`src/rtl/tdc_data_rx.sv`:
```
// Serial receiver for the TDC hit stream: start/data/stop framing, a show-ahead output FIFO
// with valid/ready handshake, and saturating word / framing-error / overflow counters.
module tdc_data_rx #(
    parameter int WORD_W     = 24,
    parameter int BX_W       = 16,
    parameter int TOT_W      = 8,
    parameter int FIFO_DEPTH = 4,
    parameter int CNT_W      = 16
) (
    input  logic              CLK,
    input  logic              RESETB,
    input  logic              DATA_IN,
    input  logic              ENABLE,
    input  logic              CNT_CLEAR,
    output logic              RX_VALID,
    input  logic              RX_READY,
    output logic [BX_W-1:0]   RX_BX,
    output logic [TOT_W-1:0]  RX_TOT,
    output logic [CNT_W-1:0]  RX_WORD_CNT,
    output logic [7:0]        RX_ERR_CNT,
    output logic [7:0]        RX_OVF_CNT
);

    localparam int BIT_CNT_W = $clog2(WORD_W);
    localparam int PTR_W     = $clog2(FIFO_DEPTH);
    localparam int LVL_W     = PTR_W + 1;

    localparam logic [BIT_CNT_W-1:0] LAST_BIT  = BIT_CNT_W'(WORD_W - 1);
    localparam logic [BIT_CNT_W-1:0] BIT_ONE   = BIT_CNT_W'(1);
    localparam logic [BIT_CNT_W-1:0] BIT_ZERO  = BIT_CNT_W'(0);
    localparam logic [LVL_W-1:0]     DEPTH_LVL = LVL_W'(FIFO_DEPTH);
    localparam logic [LVL_W-1:0]     LVL_ONE   = LVL_W'(1);
    localparam logic [LVL_W-1:0]     LVL_ZERO  = LVL_W'(0);
    localparam logic [PTR_W-1:0]     PTR_ONE   = PTR_W'(1);
    localparam logic [PTR_W-1:0]     PTR_ZERO  = PTR_W'(0);
    localparam logic [CNT_W-1:0]     WCNT_MAX  = {CNT_W{1'b1}};
    localparam logic [CNT_W-1:0]     WCNT_ONE  = CNT_W'(1);
    localparam logic [CNT_W-1:0]     WCNT_ZERO = CNT_W'(0);

    localparam logic [1:0] ST_IDLE = 2'd0;
    localparam logic [1:0] ST_DATA = 2'd1;
    localparam logic [1:0] ST_STOP = 2'd2;

    logic                 din_q;
    logic [1:0]           state_q,   state_d;
    logic [BIT_CNT_W-1:0] bit_cnt_q, bit_cnt_d;
    logic [WORD_W-1:0]    shreg_q,   shreg_d;
    logic                 push_s;
    logic                 frame_err_s;

    logic [WORD_W-1:0]    mem_q [FIFO_DEPTH];
    logic [PTR_W-1:0]     wr_ptr_q,  wr_ptr_d;
    logic [PTR_W-1:0]     rd_ptr_q,  rd_ptr_d;
    logic [LVL_W-1:0]     lvl_q,     lvl_d;
    logic [LVL_W-1:0]     rem_s;
    logic                 valid_q,   valid_d;
    logic [WORD_W-1:0]    head_q,    head_d;
    logic                 pop_s;
    logic                 accept_s;
    logic                 ovf_s;

    logic [CNT_W-1:0]     word_cnt_q, word_cnt_d;
    logic [7:0]           err_cnt_q,  err_cnt_d;
    logic [7:0]           ovf_cnt_q,  ovf_cnt_d;

    // Line sampling: the FSM only ever looks at the registered copy of DATA_IN.
    always_ff @(posedge CLK or negedge RESETB) begin
        if (!RESETB) begin
            din_q <= 1'b0;
        end else begin
            din_q <= DATA_IN;
        end
    end

    // Frame FSM next-state; dropping ENABLE abandons any partial frame without side effects.
    always_comb begin
        state_d     = state_q;
        bit_cnt_d   = bit_cnt_q;
        shreg_d     = shreg_q;
        push_s      = 1'b0;
        frame_err_s = 1'b0;
        if (!ENABLE) begin
            state_d = ST_IDLE;
        end else begin
            case (state_q)
                ST_IDLE: begin
                    if (din_q) begin
                        state_d   = ST_DATA;
                        bit_cnt_d = BIT_ZERO;
                    end else begin
                        state_d   = ST_IDLE;
                    end
                end
                ST_DATA: begin
                    shreg_d   = {shreg_q[WORD_W-2:0], din_q};
                    bit_cnt_d = bit_cnt_q + BIT_ONE;
                    if (bit_cnt_q == LAST_BIT) begin
                        state_d = ST_STOP;
                    end else begin
                        state_d = ST_DATA;
                    end
                end
                ST_STOP: begin
                    state_d = ST_IDLE;
                    if (din_q) begin
                        frame_err_s = 1'b1;
                    end else begin
                        push_s      = 1'b1;
                    end
                end
                default: begin
                    state_d = ST_IDLE;
                end
            endcase
        end
    end

    // Frame FSM state registers.
    always_ff @(posedge CLK or negedge RESETB) begin
        if (!RESETB) begin
            state_q   <= ST_IDLE;
            bit_cnt_q <= BIT_ZERO;
            shreg_q   <= {WORD_W{1'b0}};
        end else begin
            state_q   <= state_d;
            bit_cnt_q <= bit_cnt_d;
            shreg_q   <= shreg_d;
        end
    end

    // A push into a full FIFO still fits when the head leaves in the same cycle.
    always_comb begin
        pop_s    = valid_q & RX_READY;
        accept_s = push_s & ((lvl_q != DEPTH_LVL) | pop_s);
        ovf_s    = push_s & ~accept_s;

        wr_ptr_d = accept_s ? (wr_ptr_q + PTR_ONE) : wr_ptr_q;
        rd_ptr_d = pop_s    ? (rd_ptr_q + PTR_ONE) : rd_ptr_q;
        rem_s    = pop_s    ? (lvl_q - LVL_ONE)    : lvl_q;

        case ({accept_s, pop_s})
            2'b10:   lvl_d = lvl_q + LVL_ONE;
            2'b01:   lvl_d = lvl_q - LVL_ONE;
            default: lvl_d = lvl_q;
        endcase

        valid_d = (lvl_d != LVL_ZERO);

        // Head register: next oldest word, or the incoming word if nothing older remains.
        if (lvl_d == LVL_ZERO) begin
            head_d = head_q;
        end else if (rem_s == LVL_ZERO) begin
            head_d = shreg_q;
        end else begin
            head_d = mem_q[rd_ptr_d];
        end
    end

    // FIFO storage, pointers, fill level and the registered head/valid outputs.
    always_ff @(posedge CLK or negedge RESETB) begin
        if (!RESETB) begin
            for (int i = 0; i < FIFO_DEPTH; i++) begin
                mem_q[i] <= {WORD_W{1'b0}};
            end
            wr_ptr_q <= PTR_ZERO;
            rd_ptr_q <= PTR_ZERO;
            lvl_q    <= LVL_ZERO;
            valid_q  <= 1'b0;
            head_q   <= {WORD_W{1'b0}};
        end else begin
            if (accept_s) begin
                mem_q[wr_ptr_q] <= shreg_q;
            end
            wr_ptr_q <= wr_ptr_d;
            rd_ptr_q <= rd_ptr_d;
            lvl_q    <= lvl_d;
            valid_q  <= valid_d;
            head_q   <= head_d;
        end
    end

    // Saturating counters; a clear wins over an increment in the same cycle.
    always_comb begin
        if (CNT_CLEAR) begin
            word_cnt_d = WCNT_ZERO;
            err_cnt_d  = 8'h00;
            ovf_cnt_d  = 8'h00;
        end else begin
            if (accept_s && (word_cnt_q != WCNT_MAX)) begin
                word_cnt_d = word_cnt_q + WCNT_ONE;
            end else begin
                word_cnt_d = word_cnt_q;
            end
            if (frame_err_s && (err_cnt_q != 8'hFF)) begin
                err_cnt_d = err_cnt_q + 8'h01;
            end else begin
                err_cnt_d = err_cnt_q;
            end
            if (ovf_s && (ovf_cnt_q != 8'hFF)) begin
                ovf_cnt_d = ovf_cnt_q + 8'h01;
            end else begin
                ovf_cnt_d = ovf_cnt_q;
            end
        end
    end

    // Counter registers.
    always_ff @(posedge CLK or negedge RESETB) begin
        if (!RESETB) begin
            word_cnt_q <= WCNT_ZERO;
            err_cnt_q  <= 8'h00;
            ovf_cnt_q  <= 8'h00;
        end else begin
            word_cnt_q <= word_cnt_d;
            err_cnt_q  <= err_cnt_d;
            ovf_cnt_q  <= ovf_cnt_d;
        end
    end

    assign RX_VALID    = valid_q;
    assign RX_BX       = head_q[WORD_W-1:TOT_W];
    assign RX_TOT      = head_q[TOT_W-1:0];
    assign RX_WORD_CNT = word_cnt_q;
    assign RX_ERR_CNT  = err_cnt_q;
    assign RX_OVF_CNT  = ovf_cnt_q;

endmodule
```
`config.mk`:
```
export PLATFORM = sky130hd
export DESIGN_NAME = tdc_data_rx
export DESIGN_NICKNAME = d
export VERILOG_FILES = /design/src/rtl/tdc_data_rx.sv
export SDC_FILE = /design/constraint.sdc
export NUM_CORES = 1
export LEC_CHECK = 0
export BUFFER_PORTS_ARGS = -buffer_cell sky130_fd_sc_hd__buf_2
export CAP_MARGIN = 0
export CORE_MARGIN = 2
export CORE_UTILIZATION = 65
export CTS_CLUSTER_DIAMETER = 60
export DETAILED_ROUTE_END_ITERATION = 7
export PLACE_DENSITY_LB_ADDON = 0.08
export SETUP_SLACK_MARGIN = 0.02
export SKIP_CTS_REPAIR_TIMING = 1
export SYNTH_ARGS = -nofsm -noshare
export SYNTH_HDL_FRONTEND = slang
export SYNTH_SLANG_ARGS = --single-unit
```
`constraint.sdc`:
```
create_clock -name CLK -period 5.1 [get_ports CLK]
set_input_delay 1.02 -clock CLK [delete_from_list [all_inputs] [get_ports CLK]]
set_output_delay 1.02 -clock CLK [all_outputs]
set_load 0.05 [all_outputs]
```
==> results.toml <==
[outcome]
outcome = "completed"

[sta]
maximum_clock_skew_at_final_layout_ns = 0.006894
grt_setup_unrepaired = "no"
post-route-min-period_ns = 3.570
finalHoldViolCount = 0
clock.fmax_mhz = 280.1
final.setup.tns_ns = 0
finalMaxSlewViolations = 0
timing.max_slew.rel_slack_pct = 27.74
final_min_period_over_clock_period_pct = 70.00
timing_worst_slew_pin_value_ns = 1.084
setup-violations-final = 0

[floorplanning]
io-pin-count = 63
floorplan.initialDensity_pct = 66.26
dieWidth_um = 120.0
core_region_area_sq_um = 13190
die_h_um = 120.0
num_rows = 42
die_area_sq_um = 14390

[global_routing]
antenna_found_initial = 0
grt_first_pass_wirelength_um = 29880
grt_start_max_net_pins = 124
gr-usage-all-layers_pct = 26.77
overflow = 0
grt_pass1_vias = 5803

[pwr]
total_switching_power_uw = 687.1
clockPowerShare_pct = 44.2
p_comb_share_pct = 4.0
switching_share_pct = 21.50
leakagePower_nw = 4.765
report.power.total_mw = 3.196
maximum_vdd_drop_v = 0.0002627
cellPowerDensity_nw_per_um2 = 326.3
seq_power_share_pct = 51.8
internal_power_mw = 2.509

[place]
placed_cell_area_sq_um = 9176
numPortBuffers = 62
detailedPlacementHpwl_um = 10480
gp_routability_congestion = 0.8459
placedCellCount = 884

[routing]
dr.pass1.iters = 5
ant_nets = 0
first_iter_violations = 363
detail_route.drc_violations = 0
wire_per_inst_um = 18.93
dr_total_vias = 5534
vias_per_cell = 6.048
wl_um = 17320

[final_layout]
synthToLayoutAreaGrowth_pct = 12.10
layout.area.seq_sq_um = 4805
instances_no_fill = 915
finalNetCount = 746
post-route-cell-area_sq_um = 9797
fillerInstances = 877
multi_input_comb_area_sq_um = 3741
insertedDiodeCount = 0
drive_gt1_share_pct = 33.83

[cts]
clock_tree_from_tritoncts = "built"
cts_made_buffers = 17
htree_levels = 4
clock_tree.root_cell = "sky130_fd_sc_hd__clkbuf_16"
worst_skew_pair.late_latency_ns = 0.43
clkSinkCount = 192
cts_max_path_buffers = 2
clk_pin_slew_ns = 0.06

[yosys]
synthesis.area_per_instance_sq_um = 13.01
netlist.area_leader.share_pct = 54.97
post_synth_num_cell_types = 57
yosys.area.top_type = "sky130_fd_sc_hd__dfrtp_1"
yosys_warnings = 0
netlist_top_cells_count = "192 x sky130_fd_sc_hd__dfrtp_1, 111 x sky130_fd_sc_hd__mux2_2, 62 x sky130_fd_sc_hd__nand2_1"
dominantRegCellSynth = "sky130_fd_sc_hd__dfrtp_1"
synthArstFlopShare_pct = 100.0
synth_sequential_area_ratio_pct = 54.97
yosysMostFrequentCell = "sky130_fd_sc_hd__dfrtp_1"
synth_area_sq_um = 8740
synth-seq-cells = 192
mappedNetlistNets = 691
synth-edff-count = 0
post_synth_main_area_contributors = "sky130_fd_sc_hd__dfrtp_1 55%, sky130_fd_sc_hd__mux2_2 14%, sky130_fd_sc_hd__mux4_2 6.4%"
netlist_instances = 672

[setup_path]
cp_max_fo = 49
setup.worst_path.start_class = "input port"
cell_breakdown_of_the_critical_path = "buf_2, nand2_4, inv_4, o21ai_2, inv_2, ha_1, a221o_1, a2111o_2, nor2_1, a31oi_2"
crit_family = "compound AO/OA/AOI/OAI gates"
worst_setup_path_end_kind = "flop"
critPathSlowestCell = "sky130_fd_sc_hd__a2111o_2"
crit_required_ns = 5.36
critical_path.max_stage_delay_ns = 0.88
setup_crit_path_kind = "input port to flop"
worst-path-buf-inv = 3
timing.critical_path.arrival_ns = 3.83

[run]
drv_cap = 0

[hold_path]
holdCritPathClass = "flop to flop"
-- layout make-up --
class                           count  share of cell area (%)
Sequential cell                   192                   49.04
Multi-Input combinational cell    437                   38.19
Clock buffer                       25                   4.751
Timing Repair Buffer               66                   3.665
Tap cell                          176                   2.248
Clock inverter                      6                   1.584
Inverter                           13                  0.5236
-- layer usage --
layer	global-route usage [%]	routed length, um	up-vias
li1	-	-	2532
met1	36.14	7653	2872
met2	44.71	8841	119
met3	5.276	663	11
met4	7.574	159	0
met5	0	0	-
-- power groups by stage --
stage | Clock, mW | Sequential (mW) | Combinational [mW]
detailed placement | 0 | 1.68 | 0.130
global placement | 0 | 1.67 | 0.123
finish | 1.41 | 1.66 | 0.128
CTS | 1.43 | 1.65 | 0.132
global route | 1.50 | 1.67 | 0.146
floorplan | 0 | 1.65 | 0.0846
-- cell usage in the layout, fill, tap and decap left out, drive strengths merged, types with 2 or more instances in the layout --
master    n
nor3     14
a21oi     6
a21o      3
o21ai    13
and4b     2
nor2     56
ha       13
mux2i     2
a31oi    23
nand2    68
nand4     5
a22o      3
nand2b    2
mux4     25
and3      2
or3       3
xnor2    28
nand3    15
buf      66
mux2    121
bufinv    5
nor3b     2
and4      3
nor2b     2
nor4      9
inv      13
dfrtp   192
clkbuf   25
-- registers in the layout, indices dropped and copies added (netlist names) --
register,cells
head_q,24
din_q,1
lvl_q,3
shreg_q,24
RX_WORD_CNT,16
RX_VALID,1
wr_ptr_q,2
bit_cnt_q,5
RX_ERR_CNT,8
RX_OVF_CNT,8
rd_ptr_q,2
state_q,2
mem_q,96
-- through the flow --
stage | utilization (%) | hold slack [ns] | worst slack, ns
after floorplan | - | 0.4587 | 2.039
after global placement | 69.57 | 0.4695 | 1.259
after detailed placement | 69.57 | 0.4793 | 1.138
after CTS | 74.27 | 0.4936 | 1.558
after global routing | 74.27 | 0.5079 | 1.358
final | 74.27 | 0.4917 | 1.530
-- kinds of logic after synthesis --
family	after synthesis	share of synthesized area (%)
adders and majority gates	13	1.861
xor gates and xnor gates	29	3.207
AOI/OAI and AO/OA	59	5.126
buffers and inverters	43	2.405
and+or+nand+nor	188	10.16
muxes	148	22.26
DFF	192	54.97
-- worst paths after layout --
path | from | endpoint | slack [ns] | depth (start not counted)
min in group asynchronous | RESETB | bit_cnt_q[3]$_DFFE_PN0P_ | 0.58 | 1
worst min register to register | mem_q[31]$_DFFE_PN0P_ | mem_q[31]$_DFFE_PN0P_ | 0.49 | 1
max in group asynchronous | RESETB | mem_q[12]$_DFFE_PN0P_ | 3.45 | 2
worst max register to register | lvl_q[0]$_DFF_PN0_ | head_q[7]$_DFFE_PN0P_ | 1.59 | 10
worst max-delay path | RX_READY | head_q[7]$_DFFE_PN0P_ | 1.53 | 10
worst min-delay path | mem_q[31]$_DFFE_PN0P_ | mem_q[31]$_DFFE_PN0P_ | 0.49 | 1
Note: power is estimated with default switching activity, not from simulation.
